## src/rtl/sccb_init_master_pkg.sv

```systemverilog
// Shared definitions for the SCCB init sequencer: table opcodes, FSM
// encodings and default APB register map of the SCCB controller.
package sccb_init_master_pkg;

    // Table entry opcodes, entry[31:30]
    localparam logic [1:0] OP_END   = 2'b00;
    localparam logic [1:0] OP_WRITE = 2'b01;
    localparam logic [1:0] OP_DELAY = 2'b10;
    localparam logic [1:0] OP_GPIO  = 2'b11;

    // Default register offsets of the SCCB controller
    localparam logic [31:0] DEF_DATA_OFS = 32'h0000_0000;
    localparam logic [31:0] DEF_CTRL_OFS = 32'h0000_0004;
    localparam logic [31:0] DEF_STAT_OFS = 32'h0000_0008;
    localparam logic [31:0] DEF_DIV_OFS  = 32'h0000_000C;
    localparam logic [31:0] DEF_GPIO_OFS = 32'h0000_0010;

    // Control word kicking off a 3-byte write: WR=3 in [7:4], Start in bit0
    localparam logic [31:0] CTRL_START_WR3 = 32'h0000_0031;

    typedef enum logic [3:0] {
        S_IDLE, S_CFG, S_FETCH, S_DECODE, S_WR_DATA, S_WR_CTRL,
        S_POLL, S_DELAY, S_GPIO, S_DONE, S_ERR
    } state_e;

    typedef enum logic [1:0] {
        A_IDLE, A_SETUP, A_ACCESS
    } apb_state_e;

    function automatic logic [1:0] entry_op(input logic [31:0] entry);
        return entry[31:30];
    endfunction

endpackage

```

## src/rtl/sccb_init_master_apb_mst.sv

```systemverilog
// Single-transfer APB master. A request is accepted only while idle; the
// address/data/direction are latched so they stay stable for the whole
// transfer. ack pulses in the access cycle that sees pready.
module sccb_apb_mst
    import sccb_init_master_pkg::*;
(
    input  logic        clk_i,
    input  logic        rstn_i,
    input  logic        req_i,
    input  logic        wr_i,
    input  logic [31:0] addr_i,
    input  logic [31:0] wdata_i,
    output logic        ack_o,
    output logic [31:0] rdata_o,
    output logic        err_o,
    output logic [31:0] paddr_o,
    output logic        psel_o,
    output logic        penable_o,
    output logic        pwrite_o,
    output logic [31:0] pwdata_o,
    input  logic [31:0] prdata_i,
    input  logic        pready_i,
    input  logic        pslverr_i
);

    apb_state_e  st_q, st_d;
    logic [31:0] addr_q, addr_d;
    logic [31:0] wdata_q, wdata_d;
    logic        wr_q, wr_d;

    // Transfer state and latched request; reset aborts any transfer at once
    always_ff @(posedge clk_i or negedge rstn_i) begin
        if (!rstn_i) begin
            st_q    <= A_IDLE;
            addr_q  <= '0;
            wdata_q <= '0;
            wr_q    <= 1'b0;
        end else begin
            st_q    <= st_d;
            addr_q  <= addr_d;
            wdata_q <= wdata_d;
            wr_q    <= wr_d;
        end
    end

    // Idle -> setup -> access (held until pready) -> idle
    always_comb begin
        st_d    = st_q;
        addr_d  = addr_q;
        wdata_d = wdata_q;
        wr_d    = wr_q;
        case (st_q)
            A_IDLE: begin
                if (req_i) begin
                    st_d    = A_SETUP;
                    addr_d  = addr_i;
                    wdata_d = wdata_i;
                    wr_d    = wr_i;
                end
            end
            A_SETUP:  st_d = A_ACCESS;
            A_ACCESS: if (pready_i) st_d = A_IDLE;
            default:  st_d = A_IDLE;
        endcase
    end

    assign psel_o    = (st_q != A_IDLE);
    assign penable_o = (st_q == A_ACCESS);
    assign paddr_o   = addr_q;
    assign pwrite_o  = wr_q;
    assign pwdata_o  = wdata_q;
    assign ack_o     = (st_q == A_ACCESS) && pready_i;
    assign err_o     = ack_o && pslverr_i;
    assign rdata_o   = prdata_i;

endmodule

```

## src/rtl/sccb_init_master.sv

```systemverilog
// Table-driven SCCB init sequencer. Walks a ROM of 32-bit entries and turns
// each into APB accesses on an SCCB controller: register writes with busy
// polling, fixed delays and a GPIO level. Stops on END, bus error, poll
// timeout or running off the end of the table.
module sccb_init_master
    import sccb_init_master_pkg::*;
#(
    parameter logic [31:0] DATA_OFS = DEF_DATA_OFS,
    parameter logic [31:0] CTRL_OFS = DEF_CTRL_OFS,
    parameter logic [31:0] STAT_OFS = DEF_STAT_OFS,
    parameter logic [31:0] DIV_OFS  = DEF_DIV_OFS,
    parameter logic [31:0] GPIO_OFS = DEF_GPIO_OFS,
    parameter logic [7:0]  DEV_ID   = 8'h78,
    parameter logic [31:0] DIV_WORD = 32'h0032_0064,
    parameter int          TBL_AW   = 8,
    parameter logic [15:0] POLL_TO  = 16'd50000
) (
    input  logic              clk,
    input  logic              rstn,
    input  logic              go,
    output logic              busy,
    output logic              done,
    output logic              error,
    output logic [TBL_AW-1:0] err_idx,
    output logic [TBL_AW-1:0] tbl_addr,
    input  logic [31:0]       tbl_data,
    output logic [31:0]       M_APB_paddr,
    output logic              M_APB_psel,
    output logic              M_APB_penable,
    output logic              M_APB_pwrite,
    output logic [31:0]       M_APB_pwdata,
    input  logic [31:0]       M_APB_prdata,
    input  logic              M_APB_pready,
    input  logic              M_APB_pslverr
);

    localparam logic [TBL_AW-1:0] LAST_IDX = {TBL_AW{1'b1}};

    state_e             state_q, state_d;
    logic [TBL_AW-1:0]  idx_q, idx_d;
    logic [23:0]        entry_q, entry_d;
    logic [23:0]        dly_q, dly_d;
    logic [15:0]        poll_q, poll_d;
    logic               error_q, error_d;
    logic [TBL_AW-1:0]  eidx_q, eidx_d;

    logic        apb_req, apb_wr, apb_ack, apb_err;
    logic [31:0] apb_addr, apb_wdata, apb_rdata;
    logic        adv;

    // Opcode bits above the payload and status bits above Busy are don't-care
    logic unused_bits;
    assign unused_bits = ^{tbl_data[29:24], apb_rdata[31:1]};

    sccb_apb_mst u_apb (
        .clk_i     (clk),
        .rstn_i    (rstn),
        .req_i     (apb_req),
        .wr_i      (apb_wr),
        .addr_i    (apb_addr),
        .wdata_i   (apb_wdata),
        .ack_o     (apb_ack),
        .rdata_o   (apb_rdata),
        .err_o     (apb_err),
        .paddr_o   (M_APB_paddr),
        .psel_o    (M_APB_psel),
        .penable_o (M_APB_penable),
        .pwrite_o  (M_APB_pwrite),
        .pwdata_o  (M_APB_pwdata),
        .prdata_i  (M_APB_prdata),
        .pready_i  (M_APB_pready),
        .pslverr_i (M_APB_pslverr)
    );

    // Sequencer state, table index, counters and sticky error
    always_ff @(posedge clk or negedge rstn) begin
        if (!rstn) begin
            state_q <= S_IDLE;
            idx_q   <= '0;
            entry_q <= '0;
            dly_q   <= '0;
            poll_q  <= '0;
            error_q <= 1'b0;
            eidx_q  <= '0;
        end else begin
            state_q <= state_d;
            idx_q   <= idx_d;
            entry_q <= entry_d;
            dly_q   <= dly_d;
            poll_q  <= poll_d;
            error_q <= error_d;
            eidx_q  <= eidx_d;
        end
    end

    // Next state and APB request generation; adv = current entry finished
    always_comb begin
        state_d   = state_q;
        idx_d     = idx_q;
        entry_d   = entry_q;
        dly_d     = dly_q;
        poll_d    = poll_q;
        error_d   = error_q;
        eidx_d    = eidx_q;
        apb_req   = 1'b0;
        apb_wr    = 1'b1;
        apb_addr  = '0;
        apb_wdata = '0;
        adv       = 1'b0;
        case (state_q)
            S_IDLE: begin
                if (go) begin
                    error_d = 1'b0;
                    idx_d   = '0;
                    state_d = S_CFG;
                end
            end
            S_CFG: begin
                apb_req   = 1'b1;
                apb_addr  = DIV_OFS;
                apb_wdata = DIV_WORD;
                if (apb_ack) state_d = apb_err ? S_ERR : S_FETCH;
            end
            // tbl_addr is stable here; the ROM answers next cycle
            S_FETCH: state_d = S_DECODE;
            S_DECODE: begin
                entry_d = tbl_data[23:0];
                case (entry_op(tbl_data))
                    OP_END:   state_d = S_DONE;
                    OP_WRITE: state_d = S_WR_DATA;
                    OP_GPIO:  state_d = S_GPIO;
                    default: begin
                        dly_d = tbl_data[23:0];
                        if (tbl_data[23:0] == 24'd0) adv = 1'b1;
                        else                         state_d = S_DELAY;
                    end
                endcase
            end
            S_WR_DATA: begin
                apb_req   = 1'b1;
                apb_addr  = DATA_OFS;
                apb_wdata = {DEV_ID, entry_q};
                if (apb_ack) state_d = apb_err ? S_ERR : S_WR_CTRL;
            end
            S_WR_CTRL: begin
                apb_req   = 1'b1;
                apb_addr  = CTRL_OFS;
                apb_wdata = CTRL_START_WR3;
                poll_d    = '0;
                if (apb_ack) state_d = apb_err ? S_ERR : S_POLL;
            end
            S_POLL: begin
                apb_req  = 1'b1;
                apb_wr   = 1'b0;
                apb_addr = STAT_OFS;
                if (apb_ack) begin
                    if (apb_err)                        state_d = S_ERR;
                    else if (!apb_rdata[0])             adv = 1'b1;
                    else if (poll_q == POLL_TO - 16'd1) state_d = S_ERR;
                    else                                poll_d = poll_q + 16'd1;
                end
            end
            // Occupies exactly N cycles; N=0 never gets here
            S_DELAY: begin
                if (dly_q == 24'd1) adv = 1'b1;
                else                dly_d = dly_q - 24'd1;
            end
            S_GPIO: begin
                apb_req   = 1'b1;
                apb_addr  = GPIO_OFS;
                apb_wdata = {31'b0, entry_q[0]};
                if (apb_ack) begin
                    if (apb_err) state_d = S_ERR;
                    else         adv = 1'b1;
                end
            end
            S_DONE: state_d = S_IDLE;
            // Error and busy=0 become visible together on the way back to idle
            S_ERR: begin
                error_d = 1'b1;
                eidx_d  = idx_q;
                state_d = S_IDLE;
            end
            default: state_d = S_IDLE;
        endcase
        // The last table slot must hold END; never wrap to slot 0
        if (adv) begin
            if (idx_q == LAST_IDX) begin
                state_d = S_ERR;
            end else begin
                idx_d   = idx_q + 1'b1;
                state_d = S_FETCH;
            end
        end
    end

    assign busy     = (state_q != S_IDLE);
    assign done     = (state_q == S_DONE);
    assign error    = error_q;
    assign err_idx  = eidx_q;
    assign tbl_addr = idx_q;

endmodule

```

## config.mk

```make
export PLATFORM = sky130hd
export DESIGN_NAME = sccb_init_master
export DESIGN_NICKNAME = d
export VERILOG_FILES = /design/src/rtl/sccb_init_master_pkg.sv /design/src/rtl/sccb_init_master_apb_mst.sv /design/src/rtl/sccb_init_master.sv
export SDC_FILE = /design/constraint.sdc
export NUM_CORES = 1
export LEC_CHECK = 0
export BUFFER_PORTS_ARGS = -buffer_cell sky130_fd_sc_hd__buf_4
export CORE_MARGIN = 1
export CORE_UTILIZATION = 58
export CTS_CLUSTER_DIAMETER = 120
export DETAILED_ROUTE_END_ITERATION = 6
export PLACE_DENSITY = 0.86
export SLEW_MARGIN = 20
export SYNTH_ARGS = -nofsm -noshare
export SYNTH_HDL_FRONTEND = slang
export SYNTH_SLANG_ARGS = --single-unit
```

## constraint.sdc

```tcl
create_clock -name clk -period 4.5 [get_ports clk]
set_input_delay 0.9 -clock clk [delete_from_list [all_inputs] [get_ports clk]]
set_output_delay 0.9 -clock clk [all_outputs]
set_load 0.02 [all_outputs]
```

==> flow_summary_export.csv, run 1 <==
group,metric,value,unit
outcome,status,"finished clean",
finish,multi_input_area,3130,µm²
global_route,grt_use_total,29.4,%
detailed_routing,vias,5492,
cts,htreeDepth,4,
placement,io_buffers,84,
sta,hold_violations,0,
pwr,combPwrFrac,35.2,%
pwr,finalPower,0.00510,W
yosys,async_flop_share,100,%
yosys,synth_top_area_cell,"dfrtp_1",
detailed_routing,ant_nets,0,
cts,cts-root-buf,"clkbuf_8",
finish,nets,820,
global_route,overflow,0,
sta,setup_violations,0,
sta,fin_setup_tns,0,ns
yosys,synthDominantCellAreaShare,45.3,%
worst_setup_path,worstPathMaxFanout,19,
yosys,netlist_area,6410,µm²
yosys,synth_warnings,0,
cts,ctsResizeCount,0,
yosys,synth.avg_cell_area,9.51,µm²
yosys,synth_seq_cells,116,
pwr,pwr_density_cell,671,nW/µm²
floorplan,fp.dieW,107,µm
floorplan,initial_core_util,59.4,%
cts,cts_setup_buffers,0,
cts,cts_hold_buffers,0,
cts,clock_path_buffers,2,
worst_setup_path,r2r_cells,5,
worst_setup_path,path_cells,"nand2b_1 > nor2_2 > a21oi_2 > nor4_1 > mux2i_1",
floorplan,die_area,11500,µm²
finish,n_antenna_cell,0,
sta,rsz0062_at_grt,"false",
worst_setup_path,arrival,3.38,ns
worst_setup_path,criticalPathCategory,"register to register",
finish,fill_cells,764,
pwr,cellLeakagePower,3.37,nW
detailed_routing,firstDrtPassIters,6,
yosys,netlist_instances,674,
finish,finalNonFillerCells,896,
finish,fin_area,7600,µm²
sta,tightest_slew,0.861,ns
run,max-cap-violations,0,
pwr,seqPwrFrac,34.7,%
floorplan,io_pins,155,
floorplan,num_rows,38,
detailed_routing,post_drt_wl_per_cell,17.7,µm
worst_setup_path,setup.worst_path.end_class,"register",
floorplan,dieHeight,107,µm
pwr,switching_share,38.1,%
pwr,ir_drop,0.374,mV
worst_setup_path,path_delay_family,"simple AND/OR/NAND/NOR gates",
yosys,yosys_most_used_dff,"dfrtp_1",
placement,place.gp.congestion,0.870,
worst_setup_path,critPathRequiredTime,4.94,ns
global_route,grt_max_degree,65,
worst_setup_path,crit_cells,5,
pwr,pwr-share-clk,30.0,%
worst_setup_path,timing.critical_path.buf_inv,0,
finish,regArea,2900,µm²
finish,layout-drive-gt1-share,24.6,%
detailed_routing,drt-total-wl,15800,µm
global_route,grt_pass1_vias,5246,
placement,dp.cells,864,
yosys,synth_edf_count,0,
global_route,grt_pass1_wl,26000,µm
yosys,synth_area_leaders,"dfrtp_1 (45%), mux2_2 (5.6%), nand2_1 (5.2%)",
pwr,switchingPower,0.00194,W
cts,path_clk_slew,0.06,ns
pwr,p_int,0.00316,W
sta,fin_crit_sh,65.2,%
hold_path,hp-class,"primary input to async pin",
sta,fmax,0.341,GHz
cts,cts_buffers,17,
floorplan,core-area,10800,µm²
worst_setup_path,cpMaxStageDelayCell,"nor2_2",
detailed_routing,post_drt_via_cell_ratio,6.13,
detailed_routing,drc_errors,0,
placement,dp_hpwl,10400,µm
sta,max_slew_margin,42.6,%
worst_setup_path,slowest_delay,0.63,ns
yosys,ys_types,74,
cts,clock_sinks,116,
yosys,synth_seq_area_share,45.3,%
finish,area_growth,18.6,%
placement,placed_area,6930,µm²
detailed_routing,drtIter0Drc,547,
sta,skew,0.00981,ns
cts,clk_latency,0.53,ns
sta,slew_viol_final,0,
global_route,antenna_found_initial,0,
sta,holdWs,0.445,ns
sta,finalCriticalPeriod,2.94,ns
worst_setup_path,startpoint_type,"register",
cts,cts_tree,"built",
[through the flow]
step,util (%),worst slack (ns)
after global routing,70.4,1.42
after floorplan,-,2.21
final,70.4,1.56
after CTS,70.4,1.62
after detailed placement,64.2,1.70
after global placement,64.2,1.79
[worst paths after layout]
check | from | endpoint | slack [ns]
worst max-delay path | state_q[3]$_DFFE_PN0P_ | poll_q[9]$_DFFE_PN0P_ | 1.56
worst min-delay path | rstn | entry_q[1]$_DFFE_PN0P_ | 0.45
worst max register to register | state_q[3]$_DFFE_PN0P_ | poll_q[9]$_DFFE_PN0P_ | 1.56
worst min register to register | u_apb.pwdata_o[23]$_DFFE_PN0P_ | u_apb.pwdata_o[23]$_DFFE_PN0P_ | 0.48
max in group asynchronous | rstn | poll_q[0]$_DFFE_PN0P_ | 3.12
min in group clk | u_apb.pwdata_o[23]$_DFFE_PN0P_ | u_apb.pwdata_o[23]$_DFFE_PN0P_ | 0.48
[sequential cells by signal (all words and copies together), names as in the netlist]
| signal | count |
|---|---|
| dly_q | 24 |
| u_apb.st_q | 2 |
| entry_q | 24 |
| u_apb.pwrite_o | 1 |
| state_q | 4 |
| error | 1 |
| poll_q | 16 |
| u_apb.paddr_o | 3 |
| err_idx | 8 |
| tbl_addr | 8 |
| u_apb.pwdata_o | 25 |
[cell usage after synthesis, types with 7 or more instances]
cell type / instances
nor4_1: 18
ha_1: 8
nand4_1: 12
clkbuf_1: 19
buf_4: 40
dfrtp_1: 116
nand2b_1: 7
o21ai_0: 53
xnor2_1: 12
mux2_2: 32
inv_1: 9
and3_1: 7
a21oi_1: 45
buf_2: 9
or3_1: 7
nor2_1: 45
nor3_1: 15
nand2_1: 88
nand3_1: 21
[metal layers]
layer  vias up  wire length (µm)  global-route usage (%)  part of all wire, %
met5         -                 0                       0                    0
met4         0               429                    12.0                  2.7
met3        52              1320                    8.02                  8.3
met2       317              7580                    46.6                   48
met1      2629              6500                    38.0                   41
li1       2494                 -                       -                    -
[cells by family after synthesis]
logic type / count (synthesis) / share of synthesized area, %
XOR/XNOR: 15 / 2.05
AO/OA/AOI/OAI: 156 / 15.3
AND/OR/NAND/NOR: 259 / 21.5
buffers and inverters: 82 / 7.79
adder cells (fa/ha/maj): 8 / 1.56
flip-flops: 116 / 45.3
multiplexers: 37 / 6.41
other: 1 / 0.0585
[layout make-up]
class | instances | area share [%]
multi-input cells | 508 | 41.2
flip-flops and latches | 116 | 38.2
repair buffers | 91 | 8.99
clock buffers | 19 | 5.81
clock inverters | 13 | 3.00
well taps | 140 | 2.31
inverters | 9 | 0.445
[placed cells by master (no fill, tap or decap), types with 5 or more instances in the layout]
cell type,n
a21oi_1,45
and3_1,7
buf_4,91
bufinv_16,6
clkbuf_16,16
conb_1,33
dfrtp_1,116
ha_1,8
inv_1,9
mux2_2,32
mux2i_1,5
nand2_1,88
nand2b_1,7
nand3_1,21
nand4_1,12
nor2_1,45
nor3_1,14
nor4_1,18
o21ai_0,53
o2bb2ai_1,5
or3_1,7
xnor2_1,12
[power by group through the flow]
stage | sequential (W) | combinational, W | clock (W)
after detailed placement | 0.00176 | 0.00175 | 0
after CTS | 0.00176 | 0.00178 | 0.00154
after global routing | 0.00182 | 0.00196 | 0.00158
after floorplan | 0.00175 | 0.00130 | 0
after global placement | 0.00173 | 0.00168 | 0
final | 0.00177 | 0.00180 | 0.00153
(Power assumes the default switching activity.)
==> run 2: changes to the inputs <==
--- a/config.mk
+++ b/config.mk
@@ -7,10 +7,10 @@
 export LEC_CHECK = 0
 export BUFFER_PORTS_ARGS = -buffer_cell sky130_fd_sc_hd__buf_4
 export CORE_MARGIN = 1
-export CORE_UTILIZATION = 58
+export CORE_UTILIZATION = 49
 export CTS_CLUSTER_DIAMETER = 120
 export DETAILED_ROUTE_END_ITERATION = 6
-export PLACE_DENSITY = 0.86
+export PLACE_DENSITY = 0.77
 export SLEW_MARGIN = 20
 export SYNTH_ARGS = -nofsm -noshare
 export SYNTH_HDL_FRONTEND = slang
==> constraint.sdc (replaced) <==
create_clock -name clk -period 2.5 [get_ports clk]
set_input_delay 0.5 -clock clk [delete_from_list [all_inputs] [get_ports clk]]
set_output_delay 0.5 -clock clk [all_outputs]
set_load 0.02 [all_outputs]
==> run 2 against run 1 <==
Against the previous run:
- critical path depth fell by 1
- worst setup slack got worse by 1.5 ns
- cell area is 2.0% higher
- largest power group unchanged
- combinational power up 90%
- critical path type is now register to output pin
- count of clock-buffer cells in the layout is the same
==> flow_summary_export.csv, run 2 (synthesized netlist as in run 1, its figures left out) <==
group,metric,value,unit
outcome,status,"finished clean",
sta,fmax,0.418,GHz
detailed_routing,drc_errors,0,
sta,setup_ws,0.109,ns
placement,place.gp.congestion,0.858,
sta,finalCriticalPeriod,2.39,ns
cts,clock_sinks,116,
finish,area_growth,21.0,%
worst_setup_path,r2r_end,"tbl_addr[2]$_DFF_PN0_",
finish,n_antenna_cell,0,
floorplan,initial_core_util,50.6,%
global_route,grt_pass1_wl,25400,µm
worst_setup_path,reg2reg_setup_slack,0.18,ns
pwr,pwr_density_cell,1170,nW/µm²
hold_path,hp-class,"primary input to register",
sta,fin_crit_sh,95.6,%
detailed_routing,firstDrtPassIters,5,
worst_setup_path,rr_startpoint,"state_q[1]$_DFFE_PN0P_",
worst_setup_path,startpoint_type,"register",
placement,dp_hpwl,10900,µm
pwr,cellLeakagePower,3.42,nW
cts,cts_buffers,17,
global_route,overflow,0,
pwr,ir_drop,0.619,mV
detailed_routing,ant_nets,0,
finish,largest_reg_flops,25,
cts,clock_path_buffers,2,
worst_setup_path,criticalPathCategory,"register to output pin",
placement,io_buffers,84,
floorplan,dieHeight,116,µm
worst_setup_path,path_cells,"buf_4 > nand2b_1 > nor3b_1 > buf_4",
cts,cts_setup_buffers,0,
cts,cts-root-buf,"clkbuf_16",
finish,fill_cells,1031,
cts,clk_latency,0.43,ns
placement,placed_area,7110,µm²
finish,finalNonFillerCells,944,
cts,htreeDepth,4,
worst_setup_path,setup.worst_path.end_class,"output pin",
finish,regArea,2900,µm²
run,max-cap-violations,0,
finish,multi_input_area,3150,µm²
worst_setup_path,critPathRequiredTime,2.00,ns
global_route,grt_max_degree,77,
sta,max_slew_margin,44.9,%
finish,layout-drive-gt1-share,25.9,%
worst_setup_path,r2r_cells,7,
detailed_routing,post_drt_via_cell_ratio,5.72,
detailed_routing,post_drt_wl_per_cell,16.2,µm
floorplan,io_pins,155,
worst_setup_path,worstPathMaxFanout,13,
worst_setup_path,cpMaxStageDelayCell,"dfrtp_1",
worst_setup_path,cp-endpoint,"done",
floorplan,core-area,12700,µm²
finish,nets,836,
floorplan,fp.dieW,116,µm
detailed_routing,drt-total-wl,15300,µm
finish,mostFrequentLayoutCells,"dfrtp_1 (116), buf_4 (104), nand2_1 (88), o21ai_0 (53)",
global_route,antenna_found_initial,0,
finish,fin_area,7750,µm²
sta,skew,0.00831,ns
cts,path_clk_slew,0.06,ns
placement,pre_cts_ws,0.145,ns
sta,tightest_slew,0.823,ns
worst_setup_path,crit_start,"state_q[1]$_DFFE_PN0P_",
detailed_routing,vias,5398,
detailed_routing,drtIter0Drc,346,
finish,layout_commonest_cell,"dfrtp_1",
placement,dp.cells,911,
sta,rsz0062_at_grt,"false",
floorplan,num_rows,41,
worst_setup_path,arrival,1.89,ns
worst_setup_path,cpMostUsedCell,"buf_4",
sta,slew_viol_final,0,
global_route,grt_pass1_vias,5121,
floorplan,die_area,13500,µm²
cts,cts_tree,"built",
global_route,grt_use_total,24.7,%
sta,hold_violations,0,
sta,setup_violations,0,
worst_setup_path,slowest_delay,0.51,ns
==> run 2: cell types whose count changed in the layout (fill, tap and decap cells not counted), sizes merged <==
cell         previous run  this run
buf                    91       106
bufinv                  6         3
clkinv                  4         3
clkinvlp                2         3
dlygate4sd3             0         1
inv                    10        13
==> run 2: repair_timing <==
item | 4_1_cts | 5_1_grt
resized for setup | 0 | 1
endpoints found under the setup margin | 0 | 1
hold endpoints to repair | 12 | 0
hold buffers | 1 | 0
==> run 2: area by class of cell <==
type | instances | area share, %
inverters | 9 | 0.436
multi-input cells | 508 | 40.7
flip-flops and latches | 116 | 37.5
clock inverters | 13 | 2.24
clock buffers | 19 | 5.72
well taps | 172 | 2.78
repair buffers | 107 | 10.7
==> run 2: where the power goes <==
part | internal, W | switching, W
Combinational | 0.00143 | 0.00199
Clock | 0.00161 | 0.000916
Sequential | 0.00252 | 0.000592
==> run 2: worst min-delay path by stage <==
| stage | from | endpoint | slack (ns) | cells past startpoint |
|---|---|---|---|---|
| 2_1_floorplan | rstn | dly_q[0]$_DFFE_PN0P_ | 0.20 | 0 |
| 3_3_place_gp | rstn | dly_q[15]$_DFFE_PN0P_ | 0.36 | 1 |
| 3_5_place_dp | rstn | dly_q[15]$_DFFE_PN0P_ | 0.36 | 1 |
| 4_1_cts | tbl_data[4] | entry_q[4]$_DFFE_PN0P_ | 0.32 | 2 |
| 5_1_grt | tbl_data[4] | entry_q[4]$_DFFE_PN0P_ | 0.33 | 2 |
| 6_report | tbl_data[4] | entry_q[4]$_DFFE_PN0P_ | 0.33 | 2 |
==> run 2: per-layer routing <==
metal  up-vias  global-route usage (%)  part of all wire (%)
li1       2532                       -                     -
met3        32                    6.64                   7.2
met2       227                    37.6                    46
met4         0                    10.1                   2.2
met1      2607                    33.4                    45
met5         -                       0                     0
==> run 2: critical path, delay by kind of cell, from the launching register on <==
family                 cells  cell delay (ns)
AND/OR/NAND/NOR            2             0.53
flip-flops                 1             0.51
buffers and inverters      2             0.42
==> run 2: metrics by stage <==
stage	TNS (ns)	power [W]	utilization [%]	hold slack, ns
6_report	0	0.00906	61.2	0.332
5_1_grt	0	0.00966	61.2	0.335
4_1_cts	0	0.00907	61.1	0.320
3_5_place_dp	0	0.00652	56.1	0.363
3_3_place_gp	-0.283	0.00633	56.1	0.363
2_1_floorplan	0	0.00548	-	0.204
==> run 3: changes to the inputs <==
--- a/config.mk
+++ b/config.mk
@@ -9,8 +9,10 @@
 export CORE_MARGIN = 1
 export CORE_UTILIZATION = 49
 export CTS_CLUSTER_DIAMETER = 120
+export CTS_CLUSTER_SIZE = 8
 export DETAILED_ROUTE_END_ITERATION = 6
 export PLACE_DENSITY = 0.77
+export RECOVER_POWER = 50
 export SLEW_MARGIN = 20
 export SYNTH_ARGS = -nofsm -noshare
 export SYNTH_HDL_FRONTEND = slang
==> run 3 against run 2 <==
Against the previous run:
- sequential power is essentially flat
- core utilization shrank 0.79 points
- first-iteration DRC count is 0.58% lower
- clock skew barely moved
- non-clock buffer count unchanged
- count of clock-buffer cells in the layout stayed put
==> flow_summary_export.csv, run 3 (synthesized netlist as in run 1, its figures left out) <==
group,metric,value,unit
finish,finalNonFillerCells,944,
worst_setup_path,setup.worst_path.end_class,"output pin",
detailed_routing,ant_nets,0,
placement,dp_hpwl,10900,µm
placement,placed_area,7110,µm²
hold_path,hp-class,"primary input to register",
global_route,grt_max_degree,77,
floorplan,num_rows,41,
sta,slew_viol_final,0,
detailed_routing,vias,5410,
finish,area_growth,19.4,%
sta,setup_violations,0,
cts,htreeDepth,4,
sta,max_slew_margin,44.3,%
placement,place.gp.congestion,0.858,
global_route,grt_use_total,24.7,%
worst_setup_path,startpoint_type,"register",
sta,hold_violations,0,
detailed_routing,post_drt_wl_per_cell,16.2,µm
placement,dp.cells,911,
sta,holdWs,0.332,ns
pwr,cellLeakagePower,3.31,nW
detailed_routing,drt-total-wl,15200,µm
floorplan,io_pins,155,
global_route,overflow,0,
finish,layout_commonest_cell,"dfrtp_1",
finish,n_antenna_cell,0,
sta,fin_setup_tns,0,ns
detailed_routing,firstDrtPassIters,5,
finish,largest_reg_flops,25,
sta,tightest_slew,0.835,ns
sta,fin_crit_sh,95.4,%
placement,pre_cts_ws,0.145,ns
global_route,grt_pass1_vias,5121,
floorplan,dieHeight,116,µm
cts,cts-root-buf,"clkbuf_16",
finish,nets,836,
outcome,status,"finished clean",
pwr,pwr_density_cell,1170,nW/µm²
global_route,antenna_found_initial,0,
floorplan,die_area,13500,µm²
cts,cts_tree,"built",
floorplan,initial_core_util,50.6,%
worst_setup_path,worstPathMaxFanout,13,
worst_setup_path,critPathRequiredTime,2.00,ns
sta,setup_ws,0.116,ns
cts,clock_path_buffers,2,
worst_setup_path,arrival,1.88,ns
sta,fmax,0.419,GHz
floorplan,fp.dieW,116,µm
cts,clk_latency,0.43,ns
finish,mostFrequentLayoutCells,"dfrtp_1 (116), nand2_1 (88), buf_4 (77), o21ai_0 (53)",
run,max-cap-violations,0,
detailed_routing,drc_errors,0,
finish,layout-drive-gt1-share,22.5,%
detailed_routing,drtIter0Drc,344,
placement,io_buffers,84,
sta,skew,0.00867,ns
cts,clock_sinks,116,
finish,fin_area,7650,µm²
sta,rsz0062_at_grt,"false",
cts,path_clk_slew,0.06,ns
global_route,grt_pass1_wl,25400,µm
sta,finalCriticalPeriod,2.38,ns
pwr,ir_drop,0.617,mV
detailed_routing,post_drt_via_cell_ratio,5.73,
floorplan,core-area,12700,µm²
cts,cts_buffers,17,
worst_setup_path,criticalPathCategory,"register to output pin",
==> run 3: changes by cell type in the layout (fill, tap and decap cells not counted) <==
| cell | before | now |
|---|---|---|
| buf_4 | 104 | 77 |
| clkbuf_2 | 0 | 1 |
| clkbuf_1 | 1 | 27 |
==> run 3: worst paths after layout <==
check / startpoint / slack, ns / cells past startpoint / endpoint
max reg2reg: state_q[1]$_DFFE_PN0P_ / 0.18 / 7 / tbl_addr[2]$_DFF_PN0_
max: state_q[1]$_DFFE_PN0P_ / 0.12 / 4 / done
min: tbl_data[4] / 0.33 / 2 / entry_q[4]$_DFFE_PN0P_
max in group asynchronous: rstn / 0.59 / 3 / u_apb.st_q[1]$_DFFE_PN0P_
min in group asynchronous: rstn / 0.69 / 2 / dly_q[18]$_DFFE_PN0P_
min reg2reg: u_apb.pwrite_o$_DFFE_PN0P_ / 0.48 / 2 / u_apb.pwrite_o$_DFFE_PN0P_
==> run 3: what timing repair did <==
action,4_1_cts,5_1_grt
endpoints found under the setup margin,0,1
setup buffers,0,0
resized for setup,0,1
hold buffers,1,0
endpoints found under the hold margin,12,0
==> run 3: per-stage QoR <==
stage | util [%] | total power (W)
after floorplan | - | 0.00548
final | 60.4 | 0.00897
after detailed placement | 56.1 | 0.00652
after CTS | 61.1 | 0.00907
after global routing | 60.4 | 0.00957
after global placement | 56.1 | 0.00633
==> run 3: worst max-delay path, stage by stage (launching register included) <==
cell	delay, ns
dfrtp_1	0.50
buf_4	0.22
nand2b_1	0.22
nor3b_1	0.31
buf_4	0.20
==> run 3: area by class of cell <==
| cell class | count | area [µm²] |
|---|---|---|
| inverters | 9 | 33.8 |
| multi-input cells | 508 | 3150 |
| flip-flops and latches | 116 | 2900 |
| clock buffers | 19 | 443 |
| fillers | 1058 | 5020 |
| clock inverters | 13 | 174 |
| repair buffers | 107 | 731 |
| well taps | 172 | 215 |
==> run 3: layer usage <==
layer / wire length, µm / GRT usage (%) / share of wire [%]
met1: 6800 / 33.4 / 45
met2: 6980 / 37.6 / 46
met3: 1120 / 6.64 / 7.3
met4: 348 / 10.1 / 2.3
met5: 0 / 0 / 0
==> run 3: power by group <==
group | switching [W] | total (W) | internal, W
logic | 0.00199 | 0.00333 | 0.00135
registers | 0.000591 | 0.00311 | 0.00252
clock network | 0.000916 | 0.00252 | 0.00161
